### config.mk
export PLATFORM = sky130hd
export DESIGN_NAME = logicbox_arbiter_flat
export DESIGN_NICKNAME = d
export VERILOG_FILES = /design/src/rtl/logicbox_arbiter_if.sv /design/src/rtl/logicbox_arbiter.sv /design/src/flat_wrapper.sv
export SDC_FILE = /design/constraint.sdc
export NUM_CORES = 1
export LEC_CHECK = 0
export CAP_MARGIN = 20
export CORE_MARGIN = 1
export CORE_UTILIZATION = 35
export CTS_BUF_LIST = sky130_fd_sc_hd__clkbuf_2 sky130_fd_sc_hd__clkbuf_4 sky130_fd_sc_hd__clkbuf_8
export CTS_CLUSTER_DIAMETER = 120
export DETAILED_ROUTE_END_ITERATION = 12
export RECOVER_POWER = 50
export SETUP_SLACK_MARGIN = 0.4
export SYNTH_ARGS = -nofsm -noshare
export SYNTH_HDL_FRONTEND = slang
export SYNTH_SLANG_ARGS = --single-unit
### constraint.sdc
create_clock -name CLK -period 2.4 [get_ports CLK]
set_input_delay 0.48 -clock CLK [delete_from_list [all_inputs] [get_ports CLK]]
set_output_delay 0.48 -clock CLK [all_outputs]
set_load 0.01 [all_outputs]
### src/rtl/logicbox_arbiter_if.sv
// rtl/logicbox_arbiter_if.sv - requester/shared-box bus for the logicbox round-robin arbiter
interface logicbox_arbiter_if #(
    parameter int N_REQ = 4
);
    logic [N_REQ-1:0] REQ;
    logic [N_REQ-1:0] I;
    logic [N_REQ-1:0] GNT;
    logic             BOX_I;
    logic             BOX_O;
    logic [N_REQ-1:0] O;
    logic [N_REQ-1:0] VALID;

    // Requester logic and the shared box drive REQ/I/BOX_O and observe the rest.
    modport master (
        output REQ,
        output I,
        output BOX_O,
        input  GNT,
        input  BOX_I,
        input  O,
        input  VALID
    );

    // The arbiter itself.
    modport slave (
        input  REQ,
        input  I,
        input  BOX_O,
        output GNT,
        output BOX_I,
        output O,
        output VALID
    );
endinterface

### src/rtl/logicbox_arbiter.sv
// rtl/logicbox_arbiter.sv - round-robin arbiter sharing one pass-through box among requesters
module logicbox_arbiter #(
    parameter int N_REQ    = 4,
    parameter int MAX_HOLD = 8
) (
    input  logic                 CLK,
    input  logic                 RST_N,
    logicbox_arbiter_if.slave    bus
);
    localparam int PW = (N_REQ > 1) ? $clog2(N_REQ) : 1;
    localparam int HW = (MAX_HOLD > 1) ? $clog2(MAX_HOLD) : 1;
    localparam logic [HW-1:0] HOLD_SAT = HW'(MAX_HOLD - 1);
    localparam logic [PW-1:0] LAST_IDX = PW'(N_REQ - 1);

    typedef enum logic {IDLE, BUSY} state_t;

    state_t            state_q, state_d;
    logic [N_REQ-1:0]  gnt_q, gnt_d;
    logic [PW-1:0]     gidx_q, gidx_d;
    logic [PW-1:0]     ptr_q, ptr_d;
    logic [HW-1:0]     hold_q, hold_d;
    logic [N_REQ-1:0]  o_q, o_d;
    logic [N_REQ-1:0]  valid_q, valid_d;

    logic [N_REQ-1:0]  holder_mask;
    logic [N_REQ-1:0]  others;
    logic [N_REQ-1:0]  req_pick_mask;
    logic [PW-1:0]     winner;

    // First set bit of m scanning p, p+1, ... with wrap-around.
    function automatic logic [PW-1:0] rr_pick(input logic [N_REQ-1:0] m,
                                              input logic [PW-1:0]    p);
        logic [PW-1:0] r;
        logic [PW:0]   s;
        logic [PW-1:0] cand;
        logic          found;
        r     = '0;
        found = 1'b0;
        for (int k = 0; k < N_REQ; k++) begin
            s = {1'b0, p} + (PW+1)'(k);
            if (s >= (PW+1)'(N_REQ)) begin
                s = s - (PW+1)'(N_REQ);
            end
            cand = s[PW-1:0];
            if (!found && m[cand]) begin
                r     = cand;
                found = 1'b1;
            end
        end
        return r;
    endfunction

    function automatic logic [N_REQ-1:0] onehot(input logic [PW-1:0] idx);
        return {{(N_REQ-1){1'b0}}, 1'b1} << idx;
    endfunction

    function automatic logic [PW-1:0] ptr_after(input logic [PW-1:0] idx);
        return (idx == LAST_IDX) ? '0 : idx + 1'b1;
    endfunction

    assign holder_mask = onehot(gidx_q);
    assign others      = bus.REQ & ~holder_mask;

    // In IDLE everyone competes; in BUSY only the other requesters can win a hand-off.
    assign req_pick_mask = (state_q == IDLE) ? bus.REQ : others;
    assign winner        = rr_pick(req_pick_mask, ptr_q);

    // Next-state logic: arbitration, capture of the box result, hold counting.
    always_comb begin
        state_d = state_q;
        gnt_d   = gnt_q;
        gidx_d  = gidx_q;
        ptr_d   = ptr_q;
        hold_d  = hold_q;
        o_d     = o_q;
        valid_d = '0;

        case (state_q)
            IDLE: begin
                if (|bus.REQ) begin
                    state_d = BUSY;
                    gnt_d   = onehot(winner);
                    gidx_d  = winner;
                    ptr_d   = ptr_after(winner);
                    hold_d  = '0;
                end
            end

            BUSY: begin
                // The box result is captured on every busy edge, including release and hand-off.
                o_d[gidx_q] = bus.BOX_O;
                valid_d     = holder_mask;

                if (!bus.REQ[gidx_q] || ((hold_q == HOLD_SAT) && (|others))) begin
                    if (|others) begin
                        gnt_d  = onehot(winner);
                        gidx_d = winner;
                        ptr_d  = ptr_after(winner);
                        hold_d = '0;
                    end else begin
                        state_d = IDLE;
                        gnt_d   = '0;
                    end
                end else if (hold_q != HOLD_SAT) begin
                    hold_d = hold_q + 1'b1;
                end
            end

            default: begin
                state_d = IDLE;
                gnt_d   = '0;
            end
        endcase
    end

    // State and output registers; reset clears everything asynchronously.
    always_ff @(posedge CLK or negedge RST_N) begin
        if (!RST_N) begin
            state_q <= IDLE;
            gnt_q   <= '0;
            gidx_q  <= '0;
            ptr_q   <= '0;
            hold_q  <= '0;
            o_q     <= '0;
            valid_q <= '0;
        end else begin
            state_q <= state_d;
            gnt_q   <= gnt_d;
            gidx_q  <= gidx_d;
            ptr_q   <= ptr_d;
            hold_q  <= hold_d;
            o_q     <= o_d;
            valid_q <= valid_d;
        end
    end

    assign bus.GNT   = gnt_q;
    assign bus.O     = o_q;
    assign bus.VALID = valid_q;
    // Masking with the grant keeps the box input low whenever nobody holds it.
    assign bus.BOX_I = |(gnt_q & bus.I);

    a_gnt_onehot0: assert property (@(posedge CLK) disable iff (!RST_N) $onehot0(gnt_q));
endmodule

### src/flat_wrapper.sv
// flat-port wrapper written by rule: the top's interface ports become plain ports
module logicbox_arbiter_flat 
#(
    parameter int N_REQ    = 4,
    parameter int MAX_HOLD = 8
)
  (CLK, RST_N, bus_REQ, bus_I, bus_BOX_O, bus_GNT, bus_BOX_I, bus_O, bus_VALID);
  logicbox_arbiter_if #(.N_REQ(N_REQ)) bus_i ();
  input  logic CLK;
  input  logic RST_N;
  input wire logic [$bits(bus_i.REQ)-1:0] bus_REQ;
  input wire logic [$bits(bus_i.I)-1:0] bus_I;
  input wire logic [$bits(bus_i.BOX_O)-1:0] bus_BOX_O;
  output wire logic [$bits(bus_i.GNT)-1:0] bus_GNT;
  output wire logic [$bits(bus_i.BOX_I)-1:0] bus_BOX_I;
  output wire logic [$bits(bus_i.O)-1:0] bus_O;
  output wire logic [$bits(bus_i.VALID)-1:0] bus_VALID;
  assign bus_i.REQ = bus_REQ;
  assign bus_i.I = bus_I;
  assign bus_i.BOX_O = bus_BOX_O;
  assign bus_GNT = bus_i.GNT;
  assign bus_BOX_I = bus_i.BOX_I;
  assign bus_O = bus_i.O;
  assign bus_VALID = bus_i.VALID;
  logicbox_arbiter #(.N_REQ(N_REQ), .MAX_HOLD(MAX_HOLD)) u_core (.CLK(CLK), .RST_N(RST_N), .bus(bus_i));
endmodule
==> reports/qor.csv, run 1 <==
metric;value;unit
status;finished clean;
IO buf count;23;
r2r setup slk;230;ps
Post-Syn Instances;118;
Clock power frac;10.8;%
most common cell after layout, fill and taps aside;buf_4;
total gr overflow;0;
share of cells above drive strength 1;32.5;%
Layout Utilization;54.0;%
Vias/cell;5.27;
Top FF cell, synth;dfrtp_1;
asr flop ratio synth;100;%
CP max FO;5;
Leakage;0.833;nW
DR DRC count;0;
CTS Buffer Depth;2;
syn_area_per_cell;10.6;um^2
Rows;21;
Final setup viols;0;
num ports;24;
area occupied by registers;503;um^2
Placer Congestion;0.876;
cts bufs inserted;3;
Final Hold Fails;0;
Worst Setup EP;u_core.bus.GNT[2];
die width;61.8;um
die area;3820;um^2
Core Area;3390;um^2
sw frac;37.2;%
Unique masters post-synth;45;
initial drt markers;39;
Critical R2R Launch;u_core.gidx_q[0];
worst hold-check path type;flop to flop;
crit path launch type;flop;
#FFs+latches synth;20;
routed wire length;3010;um
initial antenna violation count;0;
WL met2;1500;um
sequential power share;25.2;%
Mapped Nets;135;
CTS tree;built;
most frequent cells in the layout;27 x buf_4, 18 x dfrtp_1, 17 x clkdlybuf4s50_1, 7 x inv_1;
Pwr Density;1370;nW/um^2
Max Used Layer;met4;
largest net degree at the start of global routing;21;
Die Ht;61.8;um
RSZ-0062 raised after global routing;true;
Total GRT Usage;17.8;%
placed cell count;203;
post-synthesis sequential area ratio;40.0;%
EDFF count, synth;0;
via count;1134;
clock root buffer;clkbuf_4;
clock latency on the worst-skew pair;300;ps
post-route minimum period;2170;ps
Setup WS post-layout;227;ps
Final #Nets;187;
FF-to-FF End;u_core.bus.GNT[2];
fin crit share;90.5;%
Ys Warns;0;
fill count;296;
metal1 wirelength;1360;um
mapped cell area;1250;um^2
FMAX;460;MHz
vias in the first global route;1067;
Area Growth Syn to Fin;46.4;%
Setup WS pre-CTS;-91.8;ps
Worst EP arrival;2370;ps
Worst setup EP type;flop;
maximum VDD drop;712;uV
hold slack;520;ps
internal power;0.00158;W
Combinational Power Share;64.0;%
antenna violation net count after detailed routing;0;
H-tree levels;1;
measured slew at the worst slew-check pin;1040;ps
Slew HR;30.6;%
router iterations before antenna repair;4;
WL per Instance;14.0;um
global-route wire length before repair;4800;um
Sink Count;20;
DR WL met3;121;um
Final Non-Filler Cells;215;
DP Wirelength;2280;um
Max-Cap Viols;0;
multi-input logic area;754;um^2
Final Power;0.00251;W
Worst EP required;2590;ps
clk slew on worst S/H paths;110;ps
max-slew violation count;0;
Starting Density;36.9;%
WS Path Type;flop to flop;
diodes inserted;0;
path depth of the worst reg2reg path;7;
Worst setup startpoint;u_core.gidx_q[0];
Net Sw Power;0.000933;W
Post-Route Skew;4.13;ps
[registers in the layout (all words and copies together), names as in the netlist]
register / flops
u_core.bus.GNT: 4
u_core.bus.O: 4
u_core.bus.VALID: 4
u_core.hold_q: 3
u_core.gidx_q: 2
u_core.ptr_q: 2
u_core.state_q: 1
[power by group through the flow]
stage          sequential [W]  combinational, W  clock (W)
2_1_floorplan        0.000624          0.000854          0
3_3_place_gp         0.000636           0.00140          0
3_5_place_dp         0.000643           0.00143          0
4_1_cts              0.000646           0.00155   0.000279
5_1_grt              0.000658           0.00175   0.000295
6_report             0.000633           0.00161   0.000270
[per-stage QoR]
| step | setup TNS, ps | area, um^2 |
|---|---|---|
| after detailed placement | -340 | 1690 |
| after global routing | 0 | 1830 |
| after CTS | 0 | 1810 |
| after global placement | -220 | 1690 |
| final | 0 | 1830 |
| after floorplan | 0 | 1280 |
[critical path, cell delays in order (launching register included)]
cell	delay (ps)
dfrtp_1	530
clkbuf_1	240
or4b_4	500
a311oi_2	270
buf_4	170
nor2_4	50
buf_4	130
a22o_1	180
[metal layers]
layer | global-route usage, % | vias to the layer above
met5 | 0 | -
met4 | 4.76 | 0
met3 | 5.59 | 4
met2 | 30.4 | 28
met1 | 21.8 | 551
li1 | - | 551
[cells in the mapped netlist (2+ instances only)]
master / count / area share [%]
nand3_1: 3 / 1.2
clkbuf_1: 2 / 0.60
o21ai_0: 4 / 1.6
buf_2: 3 / 1.2
nor2_1: 5 / 1.5
nor3_1: 2 / 0.80
o211ai_1: 3 / 1.8
a22oi_1: 2 / 1.2
and2_1: 2 / 1.0
mux2_2: 5 / 4.5
ha_1: 6 / 6.0
and3_1: 2 / 1.0
mux2i_1: 4 / 3.2
a31o_2: 2 / 1.4
o221ai_1: 2 / 1.4
nand2_1: 6 / 1.8
a21oi_1: 3 / 1.2
a22o_1: 6 / 4.2
dfrtp_1: 20 / 40
inv_1: 7 / 2.1
nand2b_1: 2 / 1.0
nor2b_1: 3 / 1.5
mux2_4: 2 / 2.4
[how the worst min path moves through the flow]
stage	startpoint	to	slack [ps]	cells past startpoint
after floorplan	RST_N	u_core.bus.GNT[0]	180	0
after global placement	u_core.hold_q[1]	u_core.hold_q[1]	490	1
after detailed placement	u_core.bus.O[1]	u_core.bus.O[1]	500	1
after CTS	RST_N	u_core.bus.VALID[0]	500	2
after global routing	u_core.hold_q[2]	u_core.hold_q[2]	550	1
final	u_core.bus.O[1]	u_core.bus.O[1]	520	1
[what timing repair did]
action,4_1_cts,5_1_grt
gates resized for setup,17,2
endpoints found under the setup margin,9,8
hold buffers,0,0
setup buffers,4,4
pin swaps,4,3
[final cells by class]
cell class	instances	area share (%)
Tap cell	46	3.14
Inverter	7	1.43
Clock buffer	3	1.23
Sequential cell	20	27.5
Multi-Input combinational cell	85	41.2
Timing Repair Buffer	53	23.9
Clock inverter	1	1.64
[cell families after synthesis]
family	share of synthesized area, %
AO/OA/AOI/OAI	22.0
adder cells (fa/ha/maj)	6.00
XOR/XNOR	0.700
flip-flops	40.0
multiplexers	11.9
AND/OR/NAND/NOR	14.6
buffers and inverters	4.80
No activity file was read; power rests on OpenSTA's default activity.
==> inputs of run 2 (changes only) <==
Settings changed: CTS_CLUSTER_DIAMETER 120 to not set, MAX_ROUTING_LAYER set to met4.
==> run 2 against run 1 <==
  * Via count increased by 0.79%
  * Final area increased by 1.1%
  * Sequential share of layout area decreased by 0.23 points
  * Count of clock-buffer cells in the layout increased by 1
  * Core utilization increased by 0.59 points
  * Flip-flop and latch count unchanged
  * Die area unchanged
  * Maximum frequency increased by 2.7%
  * Register-to-register slack improved by 60 ps
  * Critical path type unchanged
  * Critical endpoint is now u_core.ptr_q[1]
  * Largest power group unchanged
==> reports/qor.csv, run 2 (same netlist as run 1, synthesis figures left out) <==
metric;value;unit
placed cell count;203;
total gr overflow;0;
path depth of the worst reg2reg path;7;
fill count;302;
Worst EP required;2590;ps
Worst EP arrival;2310;ps
RSZ-0062 raised after global routing;true;
Leakage;0.826;nW
multi-input logic area;785;um^2
Placer Congestion;0.868;
Area Growth Syn to Fin;48.0;%
Post-Route Skew;8.68;ps
Worst setup startpoint;u_core.gidx_q[0];
die area;3820;um^2
fin crit share;88.1;%
setup TNS;0;ps
DP Wirelength;2360;um
Final Power;0.00254;W
clk slew on worst S/H paths;110;ps
most common cell after layout, fill and taps aside;buf_4;
max-slew violation count;0;
r2r setup slk;280;ps
Final Non-Filler Cells;213;
routed wire length;3160;um
measured slew at the worst slew-check pin;1050;ps
diodes inserted;0;
initial drt markers;57;
Die Ht;61.8;um
CTS Buffer Depth;2;
antenna violation net count after detailed routing;0;
Sink Count;20;
clock latency on the worst-skew pair;300;ps
Total GRT Usage;19.7;%
clock root buffer;clkbuf_4;
initial antenna violation count;0;
post-route minimum period;2120;ps
area occupied by registers;504;um^2
Vias/cell;5.37;
Slew HR;30.1;%
CTS tree;built;
Worst setup EP type;flop;
WS Path Type;flop to flop;
global-route wire length before repair;5260;um
router iterations before antenna repair;4;
die width;61.8;um
Pwr Density;1370;nW/um^2
Max-Cap Viols;0;
worst hold-check path type;flop to flop;
cts bufs inserted;3;
Core Area;3390;um^2
Final Hold Fails;0;
H-tree levels;1;
IO buf count;23;
WHS Path Cells;1;
HP Start;u_core.bus.O[2];
Critical R2R Launch;u_core.gidx_q[0];
CP max FO;6;
Starting Density;36.9;%
Hold-fix buffers, CTS;0;
Rows;21;
FF-to-FF End;u_core.ptr_q[1];
WL per Instance;14.8;um
DR DRC count;0;
share of cells above drive strength 1;34.7;%
most frequent cells in the layout;24 x buf_4, 17 x clkdlybuf4s50_1, 17 x dfrtp_1;
FMAX;473;MHz
crit path launch type;flop;
vias in the first global route;1108;
status;finished clean;
via count;1143;
largest net degree at the start of global routing;21;
Final #Nets;185;
maximum VDD drop;772;uV
Final setup viols;0;
num ports;24;
Hold Path Sink;u_core.bus.O[2];
## run 2: final cells by class
type,instances,area share (%)
multi-input cells,85,42.4
flip-flops and latches,20,27.2
repair buffers,51,23.9
well taps,46,3.11
clock buffers,4,1.96
inverters,7,1.42
## run 2: how the worst max path moves through the flow
stage | end | slack [ps] | depth (start not counted)
finish | u_core.ptr_q[1] | 280 | 7
global route | u_core.ptr_q[1] | 210 | 7
CTS | u_core.ptr_q[1] | 350 | 7
detailed placement | u_core.ptr_q[1] | -110 | 6
global placement | u_core.gidx_q[1] | -70 | 6
floorplan | u_core.gidx_q[1] | 360 | 6
## run 2: report_power, final
group	switching [W]	total [W]	internal [W]
registers	0.000136	0.000623	0.000487
logic	0.000757	0.00172	0.000962
clock network	0.000103	0.000195	0.0000926
total	0.000996	0.00254	0.00154
## run 2: worst max-delay path: stages (launching register included)
cell and delay (ps):
dfrtp_1 550, xor2_4 250, o221a_4 260, mux2i_2 230, nand4_1 170, inv_2 120, ha_4 190, mux2_4 250
## run 2: metrics by stage
| step | hold slack [ps] | area [um^2] | utilization (%) | setup slack [ps] |
|---|---|---|---|---|
| after global placement | 489 | 1690 | 49.7 | -70.4 |
| after CTS | 506 | 1780 | 52.5 | 346 |
| after floorplan | 184 | 1280 | - | 359 |
| after detailed placement | 496 | 1690 | 49.7 | -109 |
| final | 516 | 1850 | 54.6 | 285 |
| after global routing | 545 | 1850 | 54.6 | 209 |
## run 2: repair_timing
item,in CTS,in global routing
buffers inserted,4,2
resized for setup,14,10
gates cloned,0,0
pin swaps,7,9
endpoints found under the setup margin,9,8
## run 2: layer usage
layer	up-vias	part of all wire [%]	track usage, %
li1	543	-	-
met4	0	0.60	4.76
met3	2	5.0	3.93
met5	-	0	-
met2	40	50	34.7
met1	558	44	23.1
